## config.mk

```make
export PLATFORM = sky130hd
export DESIGN_NAME = uart_fifo_periph
export DESIGN_NICKNAME = d
export VERILOG_FILES = /design/src/rtl/uart_fifo_periph.sv
export SDC_FILE = /design/constraint.sdc
export NUM_CORES = 1
export LEC_CHECK = 0
export BUFFER_PORTS_ARGS = -buffer_cell sky130_fd_sc_hd__buf_2
export CAP_MARGIN = 0
export CORE_MARGIN = 2
export CORE_UTILIZATION = 45
export CTS_CLUSTER_DIAMETER = 120
export CTS_CLUSTER_SIZE = 10
export DETAILED_ROUTE_END_ITERATION = 10
export PLACE_DENSITY_LB_ADDON = 0.05
export SETUP_SLACK_MARGIN = 0.3
export SYNTH_ARGS = -nofsm -noshare
export SYNTH_HDL_FRONTEND = slang
export SYNTH_SLANG_ARGS = --single-unit
```

## constraint.sdc

```tcl
create_clock -name clk -period 3.4 [get_ports clk]
set_clock_uncertainty 0.15 [all_clocks]
set_input_delay 0.17 -clock clk [delete_from_list [all_inputs] [get_ports clk]]
set_output_delay 0.17 -clock clk [all_outputs]
set_load 0.005 [all_outputs]
```

## src/rtl/uart_fifo_periph.sv

```systemverilog
// uart_fifo_periph: memory-mapped 8N1 UART with TX/RX FIFOs, status/ctrl registers and level irq
module uart_fifo_periph_fifo #(
  parameter int DEPTH = 4
) (
  input  logic       clk,
  input  logic       reset,
  input  logic       i_push,
  input  logic       i_pop,
  input  logic [7:0] i_din,
  output logic [7:0] o_dout,
  output logic       o_empty,
  output logic       o_full
);
  localparam int AW = $clog2(DEPTH);
  logic [7:0]    r_mem [DEPTH];
  logic [AW-1:0] r_wp, r_rp;
  logic [AW:0]   r_cnt;
  logic          w_wen, w_ren;
  assign o_empty = r_cnt == '0;
  assign o_full  = r_cnt == (AW+1)'(DEPTH);
  assign w_ren   = i_pop & ~o_empty;
  // a pop in the same cycle frees the slot, so a full FIFO may still accept
  assign w_wen   = i_push & (~o_full | w_ren);
  assign o_dout  = r_mem[r_rp];
  always_ff @(posedge clk or negedge reset)
    if (!reset) begin
      r_wp  <= '0;
      r_rp  <= '0;
      r_cnt <= '0;
    end else begin
      r_wp  <= r_wp + AW'(w_wen);
      r_rp  <= r_rp + AW'(w_ren);
      r_cnt <= r_cnt + (AW+1)'(w_wen) - (AW+1)'(w_ren);
    end
  always_ff @(posedge clk)
    if (w_wen) r_mem[r_wp] <= i_din;
endmodule

module uart_fifo_periph #(
  parameter logic [31:0] BASE_ADDR  = 32'h4000_0020,
  parameter int          BAUD_DIV   = 27,
  parameter int          FIFO_DEPTH = 4
) (
  input  logic        clk,
  input  logic        reset,
  input  logic        rd,
  input  logic        wr,
  input  logic [31:0] addr,
  input  logic [31:0] wdata,
  output logic [31:0] rdata,
  input  logic        uart_rx,
  output logic        uart_tx,
  output logic        irq
);
  localparam int BW = $clog2(BAUD_DIV + 1);
  localparam logic [BW-1:0] BAUD_LAST = BW'(BAUD_DIV - 1);
  typedef enum logic [2:0] {T_IDLE, T_WAIT, T_START, T_DATA, T_STOP} tx_st_t;
  typedef enum logic [2:0] {R_IDLE, R_START, R_DATA, R_STOP, R_WAITHI} rx_st_t;
  tx_st_t r_tx_st, w_tx_nx;
  rx_st_t r_rx_st, w_rx_nx;
  logic [BW-1:0] r_baud;
  logic [3:0] r_tx_tk, r_rx_tk;
  logic [2:0] r_tx_bit, r_rx_bit, r_rx_sync;
  logic [7:0] r_tx_sh, r_rx_sh, w_tx_head, w_rx_head;
  logic [1:0] r_ctrl;
  logic r_ovr, r_fe, r_irq;
  logic w_sel, w_tick, w_tx_end, w_rx_end, w_tx_pop, w_rx_push, w_fe_set, w_line, w_fall;
  logic w_tx_empty, w_tx_full, w_rx_empty, w_rx_full, w_tx_idle;
  logic w_tx_wr, w_ctrl_wr, w_rx_rd, w_st_rd, w_unused;
  logic [1:0] w_idx;
  assign w_sel     = addr[31:4] == BASE_ADDR[31:4];
  assign w_idx     = addr[3:2];
  assign w_tx_wr   = wr & w_sel & (w_idx == 2'd0);
  assign w_ctrl_wr = wr & w_sel & (w_idx == 2'd3);
  assign w_rx_rd   = rd & w_sel & (w_idx == 2'd1);
  assign w_st_rd   = rd & w_sel & (w_idx == 2'd2);
  assign w_unused  = ^{addr[1:0], wdata[31:8]};
  assign w_tick    = r_baud == BAUD_LAST;
  assign w_tx_end  = w_tick & (r_tx_tk == 4'd15);
  assign w_rx_end  = w_tick & (r_rx_tk == 4'd15);
  assign w_line    = r_rx_sync[1];
  assign w_fall    = r_rx_sync[2] & ~r_rx_sync[1];
  assign w_tx_idle = w_tx_empty & (r_tx_st == T_IDLE);
  assign irq       = r_irq;
  assign rdata = !(rd && w_sel) ? 32'd0 :
                 w_idx == 2'd1 ? {24'd0, w_rx_empty ? 8'd0 : w_rx_head} :
                 w_idx == 2'd2 ? {27'd0, r_fe, r_ovr, ~w_rx_empty, w_tx_idle, w_tx_full} :
                 w_idx == 2'd3 ? {30'd0, r_ctrl} : 32'd0;
  uart_fifo_periph_fifo #(.DEPTH(FIFO_DEPTH)) u_tx_fifo (
    .clk(clk), .reset(reset), .i_push(w_tx_wr & ~w_tx_full), .i_pop(w_tx_pop),
    .i_din(wdata[7:0]), .o_dout(w_tx_head), .o_empty(w_tx_empty), .o_full(w_tx_full));
  uart_fifo_periph_fifo #(.DEPTH(FIFO_DEPTH)) u_rx_fifo (
    .clk(clk), .reset(reset), .i_push(w_rx_push), .i_pop(w_rx_rd),
    .i_din(r_rx_sh), .o_dout(w_rx_head), .o_empty(w_rx_empty), .o_full(w_rx_full));
  always_ff @(posedge clk or negedge reset)
    if (!reset) begin
      r_baud    <= '0;
      r_tx_st   <= T_IDLE;
      r_tx_tk   <= '0;
      r_tx_bit  <= '0;
      r_tx_sh   <= '0;
      r_rx_st   <= R_IDLE;
      r_rx_tk   <= '0;
      r_rx_bit  <= '0;
      r_rx_sh   <= '0;
      r_rx_sync <= 3'b111;
      r_ctrl    <= '0;
      r_ovr     <= 1'b0;
      r_fe      <= 1'b0;
      r_irq     <= 1'b0;
    end else begin
      r_baud    <= w_tick ? '0 : r_baud + BW'(1);
      r_tx_st   <= w_tx_nx;
      r_tx_tk   <= (r_tx_st == T_IDLE || r_tx_st == T_WAIT) ? 4'd0 : r_tx_tk + {3'd0, w_tick};
      r_tx_bit  <= r_tx_st != T_DATA ? 3'd0 : r_tx_bit + {2'd0, w_tx_end};
      r_tx_sh   <= w_tx_pop ? w_tx_head : (r_tx_st == T_DATA && w_tx_end) ? r_tx_sh >> 1 : r_tx_sh;
      r_rx_sync <= {r_rx_sync[1:0], uart_rx};
      r_rx_st   <= w_rx_nx;
      r_rx_tk   <= (r_rx_st == R_IDLE || r_rx_st == R_WAITHI ||
                    (r_rx_st == R_START && w_tick && r_rx_tk == 4'd7)) ? 4'd0 : r_rx_tk + {3'd0, w_tick};
      r_rx_bit  <= r_rx_st != R_DATA ? 3'd0 : r_rx_bit + {2'd0, w_rx_end};
      r_rx_sh   <= (r_rx_st == R_DATA && w_rx_end) ? {w_line, r_rx_sh[7:1]} : r_rx_sh;
      r_ctrl    <= w_ctrl_wr ? wdata[1:0] : r_ctrl;
      // a set event in the same cycle as a STATUS read wins over the clear
      r_ovr     <= (w_rx_push & w_rx_full & ~w_rx_rd) | (r_ovr & ~w_st_rd);
      r_fe      <= w_fe_set | (r_fe & ~w_st_rd);
      r_irq     <= (r_ctrl[0] & ~w_rx_empty) | (r_ctrl[1] & w_tx_idle);
    end
  always_comb begin
    w_tx_nx = r_tx_st;
    case (r_tx_st)
      T_IDLE:  w_tx_nx = w_tx_empty ? T_IDLE : T_WAIT;
      T_WAIT:  w_tx_nx = w_tick ? T_START : T_WAIT;
      T_START: w_tx_nx = w_tx_end ? T_DATA : T_START;
      T_DATA:  w_tx_nx = (w_tx_end && r_tx_bit == 3'd7) ? T_STOP : T_DATA;
      T_STOP:  w_tx_nx = !w_tx_end ? T_STOP : w_tx_empty ? T_IDLE : T_START;
      default: w_tx_nx = T_IDLE;
    endcase
  end
  always_comb begin
    w_tx_pop = ~w_tx_empty & ((r_tx_st == T_IDLE) | (r_tx_st == T_STOP & w_tx_end));
    uart_tx  = r_tx_st == T_START ? 1'b0 : r_tx_st == T_DATA ? r_tx_sh[0] : 1'b1;
  end
  always_comb begin
    w_rx_nx = r_rx_st;
    case (r_rx_st)
      R_IDLE:   w_rx_nx = w_fall ? R_START : R_IDLE;
      R_START:  w_rx_nx = !(w_tick && r_rx_tk == 4'd7) ? R_START : w_line ? R_IDLE : R_DATA;
      R_DATA:   w_rx_nx = (w_rx_end && r_rx_bit == 3'd7) ? R_STOP : R_DATA;
      R_STOP:   w_rx_nx = !w_rx_end ? R_STOP : w_line ? R_IDLE : R_WAITHI;
      R_WAITHI: w_rx_nx = w_line ? R_IDLE : R_WAITHI;
      default:  w_rx_nx = R_IDLE;
    endcase
  end
  always_comb begin
    w_rx_push = (r_rx_st == R_STOP) & w_rx_end & w_line;
    w_fe_set  = (r_rx_st == R_STOP) & w_rx_end & ~w_line;
  end
endmodule

```

Word level (Yosys, flattened, before mapping)

Memory sizes are Yosys's and may differ from the RTL's.
Index checks and enable logic that the tools add are counted.

Flip-flop bits (word level): 63
Output and inout port bits: 34
Input port bits: 69
Memories kept: 2
Word-level logic and storage cells: 145
RAM bits: 64

Reductions and logical operators: 17
Equality and inequality tests: 22
Add/subtract/negate cells: 13
Multiplexer cells: 32
Bitwise operators: 39

Memory list:

| memory          | depth | bits a word | rd ports | clocked after memory_dff | write ports | RTL line | RTL |
|---|---|---|---|---|---|---|---|
| u_rx_fifo.r_mem | 4     | 8           | 1        | 0                        | 1           | 15       | `logic [7:0] r_mem [DEPTH];` |
| u_tx_fifo.r_mem | 4     | 8           | 1        | 0                        | 1           | 15       |  |

Operators with widths:

| kind                                                   | number |
|---|---|
| two-way mux 8 bit                                      | 5 |
| case mux 3 bit (5 select lines)                        | 2 |
| equality test 28 x 27 -> 1 bit (second input constant) | 1 |
| bitwise AND 1 bit                                      | 26 |
| equality test 3 bit (second input constant)            | 6 |
| two-way mux 3 bit                                      | 6 |
| adder 3 x 1 -> 3 bit                                   | 4 |
| equality test 3 x 2 -> 1 bit (second input constant)   | 4 |
| logical NOT 3 bit                                      | 4 |
| two-way mux 1 bit                                      | 10 |
| two-way mux 2 bit                                      | 5 |
| two-way mux 5 bit                                      | 2 |
| adder 2 x 1 -> 2 bit                                   | 4 |
| adder 4 x 1 -> 4 bit                                   | 2 |
| equality test 4 bit (second input constant)            | 2 |
| logical AND 1 bit                                      | 8 |
| two-way mux 4 bit                                      | 2 |
| NOT 1 bit                                              | 7 |
| equality test 3 x 1 -> 1 bit (second input constant)   | 2 |
| != test 3 x 2 -> 1 bit (second input constant)         | 2 |
| OR 1 bit                                               | 6 |
| subtractor 3 x 1 -> 3 bit                              | 2 |
| adder 5 x 1 -> 5 bit (second input constant)           | 1 |
| equality test 5 bit (second input constant)            | 1 |
| 6 further kinds                                        | 9 |

Logic depth before layout (Yosys ltp)

Gate-level depths: netlist (run 1).

Depth in word-level cells: 10
Gate-level depth with buffers: 13
Gate-level depth less buffers: 12

Cells and area by module

A second synthesis (run 1) with hierarchy kept.

Cells, all modules: 401
Area, all modules: 5854.4 um^2

By module, submodules not included:

| module                            | cells each | times used | area each (um^2) |
|---|---|---|---|
| uart_fifo_periph                  | 255        | 1          | 2760.1 |
| uart_fifo_periph_fifo (u_tx_fifo) | 73         | 1          | 1550.2 |
| uart_fifo_periph_fifo (u_rx_fifo) | 73         | 1          | 1544.0 |

Worst setup path before layout (run 1)

No wires, ideal clock.

Kind: register to register
Start: register r_baud[0]
End: register u_tx_fifo.r_cnt[2]
Period minus slack after synthesis: 2.806 ns
Buffers on the path: 1
Cell stages (with the launch flop): 14
Data arrival time: 2.533 ns
Slack: 0.594 ns
Cells stage by stage: dfrtp_1 > inv_1 > ha_1 > nand4b_1 > inv_2 > nand4_4 > a21oi_2 > buf_2 > ha_1 > inv_1 > ha_1 > fa_1 > xor2_1 > xnor2_1

Longest elaborated chain between the ends: 10

Ends and longest elaborated chain:

| item                          | RTL line | RTL |
|---|---|---|
| start: declaration            | 61       | `logic [BW-1:0] r_baud;` |
| start signal: assignment      | 112      | `r_baud <= w_tick ? '0 : r_baud + BW'(1);` |
| equality test 5 bit (*)       | 78       | `assign w_tick = r_baud == BAUD_LAST;` |
| bitwise AND 1 bit (*)         | 79       | `assign w_tx_end = w_tick & (r_tx_tk == 4'd15);` |
| bitwise AND 1 bit (*)         | 141      | `w_tx_pop = ~w_tx_empty & ((r_tx_st == T_IDLE) \| (r_tx_st == T_STOP & w_tx_end));` |
| OR 1 bit (*)                  | 141      |  |
| bitwise AND 1 bit (*)         | 141      |  |
| bitwise AND 1 bit (*)         | 21       | `assign w_ren = i_pop & ~o_empty;` |
| OR 1 bit                      | 23       | `assign w_wen = i_push & (~o_full \| w_ren);` |
| bitwise AND 1 bit             | 23       |  |
| adder 3 x 1 -> 3 bit          | 33       | `r_cnt <= r_cnt + (AW+1)'(w_wen) - (AW+1)'(w_ren);` |
| subtractor 3 x 1 -> 3 bit (*) | 33       |  |
| end signal: assignment        | 33       |  |
| end: declaration              | 17       | `logic [AW:0] r_cnt;` |

Every way passes the cells marked *; elsewhere a longest branch is shown, timed or not.
A chain may end at the register's enable or synchronous reset.

Final worst setup path (run 1)

Ends and elaborated chain as after synthesis.

==> impl_metrics.sql, run 1 <==
INSERT INTO impl_metrics (metric_group, metric, value, unit) VALUES
('critical_path', 'timing_worst_setup_path_type', 'reg -> reg', ''),
('logic_synthesis', 'synth_largest_area_cell', 'sky130_fd_sc_hd__edfxtp_1', ''),
('pwr', 'power.net_switching', '0.000715', 'W'),
('logic_synthesis', 'ys_ff_latch', '127', ''),
('critical_path', 'critical-path-max-stage-delay', '0.41', 'ns'),
('final_layout', 'share_of_cells_above_drive_strength_1', '0.273', ''),
('critical_path', 'r2r_end', 'u_tx_fifo.r_cnt[2]', ''),
('routing', 'wirelength', '10400', 'microns'),
('logic_synthesis', 'ys_async_sr_fraction', '0.496', ''),
('clocking', 'cts-root-buf', 'sky130_fd_sc_hd__clkbuf_16', ''),
('logic_synthesis', 'synth_seq_area_share', '0.619', ''),
('routing', 'post_drt_via_cell_ratio', '4.99', ''),
('critical_path', 'crit_path_cell_trace', 'inv_1 > ha_1 > nand4b_1 > inv_2 > nand4_4 > a21oi_2 > ha_1 > inv_1 > ha_1 > fa_1 > xor2_1 > xnor2_1', ''),
('critical_path', 'cp_data_arrival_time', '2.95', 'ns'),
('global_route', 'grt_util_all_layers', '0.174', ''),
('sta', 'whs', '0.0240', 'ns'),
('hold_path', 'hold-path-endpoint', 'r_fe', ''),
('critical_path', 'crit-reg2reg-launch', 'r_baud[0]', ''),
('placement', 'routabilityCongestion', '0.727', ''),
('global_route', 'grt_first_pass_wirelength', '17000', 'microns'),
('hold_path', 'holdCritPathClass', 'in -> reg', ''),
('pwr', 'power_frac_comb', '0.020', ''),
('logic_synthesis', 'avgSynthCellArea', '14.0', 'sq um'),
('routing', 'route.detailed.wl_per_inst', '15.6', 'microns'),
('sta', 'report.final.hold_viol_count', '0', ''),
('clocking', 'cts-root-to-sink-buffers', '2', ''),
('logic_synthesis', 'number_of_synthesized_flops_with_an_enable_pin', '64', ''),
('pwr', 'ir_drop', '307', 'uV'),
('pwr', 'internal_power', '0.00274', 'W'),
('die', 'die_w', '116', 'microns'),
('critical_path', 'worst-endpoint-required', '3.55', 'ns'),
('die', 'io_pins', '103', ''),
('routing', 'num_vias', '3326', ''),
('hold_path', 'hold_path.startpoint', 'addr[3]', ''),
('die', 'design.core.area', '12200', 'sq um'),
('sta', 'fin_crit_sh', '0.822', ''),
('critical_path', 'r2r_setup_slk', '0.61', 'ns'),
('logic_synthesis', 'synth_warnings', '0', ''),
('die', 'num_rows', '40', ''),
('clocking', 'cts-buffers-inserted', '17', ''),
('placement', 'hpwlAfterDp', '7030', 'microns'),
('global_route', 'grt-ovfl-total', '0', ''),
('logic_synthesis', 'synth.most_common_cell', 'sky130_fd_sc_hd__edfxtp_1', ''),
('critical_path', 'crit_path_max_fanout', '6', ''),
('clocking', 'cts_tree', 'done', ''),
('global_route', 'initial_antenna_violation_count', '0', ''),
('pwr', 'power.sequential.fraction', '0.468', ''),
('critical_path', 'critical-path-slowest-cell', 'sky130_fd_sc_hd__dfrtp_1', ''),
('logic_synthesis', 'synthesis.instances', '404', ''),
('critical_path', 'path_common_cell', 'sky130_fd_sc_hd__ha_1', ''),
('routing', 'drt_pre_antenna_iters', '4', ''),
('final_layout', 'n_antenna_cell', '0', ''),
('run_status', 'outcome', 'complete, no violations', ''),
('sta', 'report.final.setup_viol', '0', ''),
('routing', 'drt_iter0_markers', '250', ''),
('final_layout', 'design_area', '6770', 'sq um'),
('sta', 'layout_min_cycle_time', '2.79', 'ns'),
('critical_path', 'critPathBufInv', '3', ''),
('sta', 'finalSetupTns', '0', 'ns'),
('pwr', 'switching_share', '0.207', ''),
('hold_path', 'hold-path-cell-count', '4', ''),
('logic_synthesis', 'area_share_of_the_largest_cell_type_after_synthesis', '0.339', ''),
('sta', 'timing_worst_slew_pin_value', '0.828', 'ns'),
('placement', 'placed_cell_area', '6070', 'sq um'),
('clocking', 'clock_sink_count', '127', ''),
('final_layout', 'fillers', '1040', ''),
('pwr', 'share_clk_of_total_power', '0.511', ''),
('final_layout', 'finalNetCount', '575', ''),
('critical_path', 'cp_top_family', 'adder cells', ''),
('critical_path', 'worstRegToRegCells', '12', ''),
('logic_synthesis', 'synth_flop_cell', 'sky130_fd_sc_hd__edfxtp_1', '');
sequential cells by signal (all words and copies together) (netlist names), 4 cells and up:
register         cells
u_rx_fifo.r_mem     32
u_tx_fifo.r_mem     32
r_rx_sh              8
r_tx_sh              8
r_baud               5
r_rx_tk              4
r_tx_tk              4
power by group through the flow:
stage,clock network (W),logic (W),registers (W)
final,0.00177,0.0000701,0.00162
after global routing,0.00187,0.0000822,0.00162
after CTS,0.00182,0.0000718,0.00162
after detailed placement,0,0.0000620,0.00165
after global placement,0,0.0000605,0.00165
after floorplan,0,0.0000335,0.00165
layout by cell type, fill, tap and decap left out, types with 3 or more instances in the layout:
| master | count |
|---|---|
| sky130_fd_sc_hd__conb_1 | 24 |
| sky130_fd_sc_hd__xnor2_1 | 8 |
| sky130_fd_sc_hd__nor3_1 | 8 |
| sky130_fd_sc_hd__edfxtp_1 | 64 |
| sky130_fd_sc_hd__mux4_2 | 16 |
| sky130_fd_sc_hd__nor3b_1 | 4 |
| sky130_fd_sc_hd__mux2_2 | 9 |
| sky130_fd_sc_hd__inv_1 | 14 |
| sky130_fd_sc_hd__and2_1 | 4 |
| sky130_fd_sc_hd__nand2_1 | 22 |
| sky130_fd_sc_hd__nand4_1 | 7 |
| sky130_fd_sc_hd__ha_1 | 17 |
| sky130_fd_sc_hd__nand3_1 | 10 |
| sky130_fd_sc_hd__a21oi_1 | 8 |
| sky130_fd_sc_hd__nand2b_1 | 3 |
| sky130_fd_sc_hd__o21ai_0 | 14 |
| sky130_fd_sc_hd__dfrtp_1 | 60 |
| sky130_fd_sc_hd__buf_4 | 12 |
| sky130_fd_sc_hd__dfstp_2 | 3 |
| sky130_fd_sc_hd__or3_1 | 5 |
| sky130_fd_sc_hd__xor2_1 | 8 |
| sky130_fd_sc_hd__nor2_1 | 25 |
| sky130_fd_sc_hd__buf_2 | 52 |
| sky130_fd_sc_hd__clkbuf_16 | 17 |
| sky130_fd_sc_hd__and3b_1 | 3 |
| sky130_fd_sc_hd__a22o_1 | 4 |
| sky130_fd_sc_hd__dlygate4sd3_1 | 11 |
| sky130_fd_sc_hd__and3_1 | 3 |
| sky130_fd_sc_hd__clkinvlp_4 | 6 |
| sky130_fd_sc_hd__nor2b_1 | 9 |
| sky130_fd_sc_hd__mux2i_1 | 6 |
| sky130_fd_sc_hd__a22oi_1 | 3 |
| sky130_fd_sc_hd__nor4_1 | 8 |
metal layers:
metal | GRT usage | share of wire
met1 | 0.240 | 0.47
met2 | 0.255 | 0.47
met3 | 0.0566 | 0.045
met4 | 0.0738 | 0.017
met5 | 0 | 0
worst max path at each step:
stage                    endpoint  startpoint  depth (start not counted)
2_1_floorplan  u_tx_fifo.r_cnt[2]   r_baud[0]                         13
3_3_place_gp   u_rx_fifo.r_cnt[2]    addr[19]                         12
4_1_cts        u_tx_fifo.r_cnt[2]   r_baud[0]                         12
6_report       u_tx_fifo.r_cnt[2]   r_baud[0]                         12
3_5_place_dp   u_rx_fifo.r_cnt[2]    addr[19]                         12
5_1_grt        u_tx_fifo.r_cnt[2]   r_baud[0]                         12
layout make-up:
class	count	area (sq um)	area share
clock buffer	18	439	0.0648
timing repair buffer	75	460	0.0680
sequential	127	3500	0.517
inverter	15	56.3	0.00831
clock inverter	13	141	0.0209
tap	168	210	0.0310
multi-input combinational	251	1960	0.290
worst min-delay path: cells and delay by family:
kind,cells,cell delay (ns)
and+or+nand+nor,1,0.11
buffers and inverters,1,0.14
AOI/OAI and AO/OA,2,0.15
timing repair:
item / CTS / global route
hold buffers: 11 / 0
endpoints found under the hold margin: 96 / 0
setup buffers: 0 / 2
endpoints found under the setup margin: 0 / 2
gates resized for setup: 0 / 1
cell families (layout without fill, tap and decap cells):
family | Yosys count | after routing | share of synthesized area
DFF | 127 | 127 | 0.619
and+or+nand+nor | 123 | 123 | 0.124
buffers and inverters | 49 | 121 | 0.0502
AOI/OAI and AO/OA | 37 | 37 | 0.0418
muxes | 31 | 31 | 0.0922
adders and majority gates | 19 | 19 | 0.0446
xor gates and xnor gates | 17 | 17 | 0.0276
other | 1 | 24 | 0.000662
through the flow:
step	cells	setup slack, ns	utilization	power (W)
2_1_floorplan	427	0.594	-	0.00168
3_5_place_dp	623	0.347	0.499	0.00171
5_1_grt	667	0.359	0.557	0.00357
6_report	667	0.607	0.557	0.00345
3_3_place_gp	623	0.376	0.499	0.00171
4_1_cts	665	0.529	0.556	0.00351
No activity file was read; power rests on OpenSTA's default activity.
==> run 2, diff against run 1 <==
Clock period 3.4 ns to 2.9 ns, I/O delays scaled along.
==> run 2 against run 1 <==
  * Sequential power is 17% higher
  * Non-clock buffer count is 5 higher
  * Power is 17% higher
  * Global-route usage is 0.073 points lower
  * Sequential cell count stayed put
  * Combinational power is 35% higher
  * Critical endpoint is now u_rx_fifo.r_cnt[2]
  * Routed wire length is 0.24% higher
  * Clock-buffer cell count is 3 higher
  * Die area stayed put
  * Clock power is 15% higher
==> impl_metrics.sql, run 2 (synthesis gave the netlist of run 1 again) <==
INSERT INTO impl_metrics (metric_group, metric, value, unit) VALUES
('run_status', 'outcome', 'complete, no violations', ''),
('hold_path', 'hold_path.startpoint', 'addr[3]', ''),
('sta', 'timing_worst_slew_pin_value', '0.812', 'ns'),
('final_layout', 'finalNetCount', '580', ''),
('sta', 'worst_slew_margin_rel', '0.459', ''),
('pwr', 'ir_drop', '451', 'uV'),
('critical_path', 'critical_path_capture_point_type', 'flip-flop', ''),
('routing', 'route.detailed.wl_per_inst', '15.5', 'microns'),
('sta', 'timing.fmax', '400', 'MHz'),
('critical_path', 'worst-endpoint-required', '3.03', 'ns'),
('global_route', 'first_global_vias', '3489', ''),
('placement', 'buffer_ports.inserted', '52', ''),
('die', 'design.core.area', '12200', 'sq um'),
('global_route', 'grt_first_pass_wirelength', '17600', 'microns'),
('sta', 'layout_min_cycle_time', '2.50', 'ns'),
('pwr', 'cellPowerDensity', '584', 'nW/um^2'),
('sta', 'report.final.hold_viol_count', '0', ''),
('sta', 'report.final.setup_viol', '0', ''),
('placement', 'routabilityCongestion', '0.772', ''),
('sta', 'fin_crit_sh', '0.862', ''),
('final_layout', 'final_util', '0.567', ''),
('final_layout', 'regs_by_ff_count', 'u_rx_fifo.r_mem: 32 flops, u_tx_fifo.r_mem: 32 flops', ''),
('critical_path', 'crit_path_max_fanout', '2', ''),
('die', 'io_pins', '103', ''),
('global_route', 'initial_antenna_violation_count', '0', ''),
('global_route', 'grt-ovfl-total', '0', ''),
('critical_path', 'critical-path-slowest-cell', 'sky130_fd_sc_hd__dlygate4sd3_1', ''),
('sta', 'finalSetupTns', '0', 'ns'),
('critical_path', 'cp-startpoint', 'rd', ''),
('final_layout', 'final_common_cell', 'sky130_fd_sc_hd__edfxtp_1', ''),
('clocking', 'clock_transition_time_at_the_flip_flop_clock_pins_of_the_worst_setup_and_hold_paths', '0.05', 'ns'),
('sta', 'whs', '0.0147', 'ns'),
('final_layout', 'share_of_cells_above_drive_strength_1', '0.290', ''),
('clocking', 'cts_tree', 'done', ''),
('critical_path', 'crit_path_cell_trace', 'dlygate4sd3_1 > buf_2 > nand2_1 > or3_1 > or3_4 > inv_2 > ha_1 > inv_1 > ha_2 > fa_2 > xor2_1 > xnor2_1', ''),
('clocking', 'cts-root-to-sink-buffers', '2', ''),
('critical_path', 'critical-path-max-stage-delay', '0.52', 'ns'),
('routing', 'wirelength', '10400', 'microns'),
('critical_path', 'setup.worst_path.start_class', 'input pin', ''),
('routing', 'post_drt_via_cell_ratio', '4.96', ''),
('clocking', 'cts_max_level', '4', ''),
('routing', 'drc_violations_left', '0', ''),
('final_layout', 'mostFrequentLayoutCells', '64 x sky130_fd_sc_hd__edfxtp_1, 59 x sky130_fd_sc_hd__dfrtp_1, 52 x sky130_fd_sc_hd__buf_2', ''),
('routing', 'num_vias', '3330', ''),
('critical_path', 'cp_data_arrival_time', '2.63', 'ns'),
('die', 'die-height', '116', 'microns'),
('final_layout', 'n_antenna_cell', '0', ''),
('die', 'dieArea', '13500', 'sq um'),
('sta', 'unrepaired_setup_endpoints_after_global_routing', 'yes', ''),
('routing', 'ant_nets', '0', ''),
('clocking', 'clock_sink_count', '127', ''),
('critical_path', 'crit-reg2reg-launch', 'r_baud[0]', ''),
('placement', 'dp_slack', '0.0968', 'ns'),
('die', 'initial_core_util', '0.466', ''),
('global_route', 'pin_count_of_the_biggest_net_entering_global_routing', '36', ''),
('final_layout', 'fillers', '1015', ''),
('placement', 'hpwlAfterDp', '7440', 'microns'),
('clocking', 'insertion_delay', '0.41', 'ns'),
('sta', 'drv_slew', '0', ''),
('clocking', 'cts-buffers-inserted', '17', ''),
('hold_path', 'holdCritPathClass', 'in -> reg', ''),
('routing', 'drt_pre_antenna_iters', '4', ''),
('sta', 'timing.final.ws_setup', '0.399', 'ns'),
('die', 'die_w', '116', 'microns'),
('pwr', 'report.power.total', '0.00403', 'W'),
('final_layout', 'area_growth', '21.8', '%'),
('routing', 'drt_iter0_markers', '200', ''),
('global_route', 'grt_util_all_layers', '0.173', ''),
('critical_path', 'timing_worst_setup_path_type', 'in -> reg', ''),
('die', 'num_rows', '40', ''),
('job', 'max_cap_viol_count', '0', ''),
('clocking', 'cts-root-buf', 'sky130_fd_sc_hd__clkbuf_16', ''),
('pwr', 'p_leak', '2.85', 'nW');
==> run 2: area by class of cell <==
class,count,area (sq um),area share
clock buffers,21,440,0.0639
clock inverters,10,121,0.0176
inverters,15,56.3,0.00816
multi-input cells,251,2070,0.300
flip-flops and latches,127,3500,0.508
well taps,168,210,0.0305
repair buffers,80,498,0.0722
==> run 2: repair_timing <==
item / in CTS / in global routing
pin swaps: 0 / 2
hold endpoints to repair: 68 / 0
hold buffers: 11 / 0
buffers inserted: 0 / 1
cloned: 0 / 0
setup endpoints to repair: 1 / 11
resized for setup: 1 / 4
==> run 2: final timing paths <==
kind	cells past startpoint	endpoint	slack, ns
worst max-delay path	12	u_rx_fifo.r_cnt[2]	0.40
worst min-delay path	4	r_fe	0.01
worst max register to register	12	u_tx_fifo.r_cnt[2]	0.46
worst min register to register	0	r_rx_sync[1]	0.20
max in group asynchronous	3	r_rx_sync[0]	1.58
min in group asynchronous	2	u_tx_fifo.r_rp[0]	0.21
==> run 2: worst max-delay path: cells and delay by family <==
family,cells,cell delay [ns]
simple gates,3,0.86
fa+ha+maj,3,0.64
buf+inv,4,0.71
xor+xnor,2,0.27
==> run 2: layer usage <==
metal / GRT usage / share of wire
met1: 0.215 / 0.45
met2: 0.290 / 0.50
met3: 0.0555 / 0.032
met4: 0.0548 / 0.014
met5: 0 / 0
==> run 2: report_power, final <==
part           switching (W)  leakage, nW  internal (W)   total, W
logic              0.0000551         1.20     0.0000392  0.0000943
clock network       0.000709        0.277       0.00133    0.00204
registers         0.00000185         1.37       0.00189    0.00190
total               0.000766         2.85       0.00326    0.00403
==> run 2: stage by stage <==
stage / std cells / cell area [sq um]
after floorplan: 427 / 5840
after global placement: 629 / 6200
after detailed placement: 629 / 6200
after CTS: 671 / 6870
after global routing: 672 / 6900
final: 672 / 6900
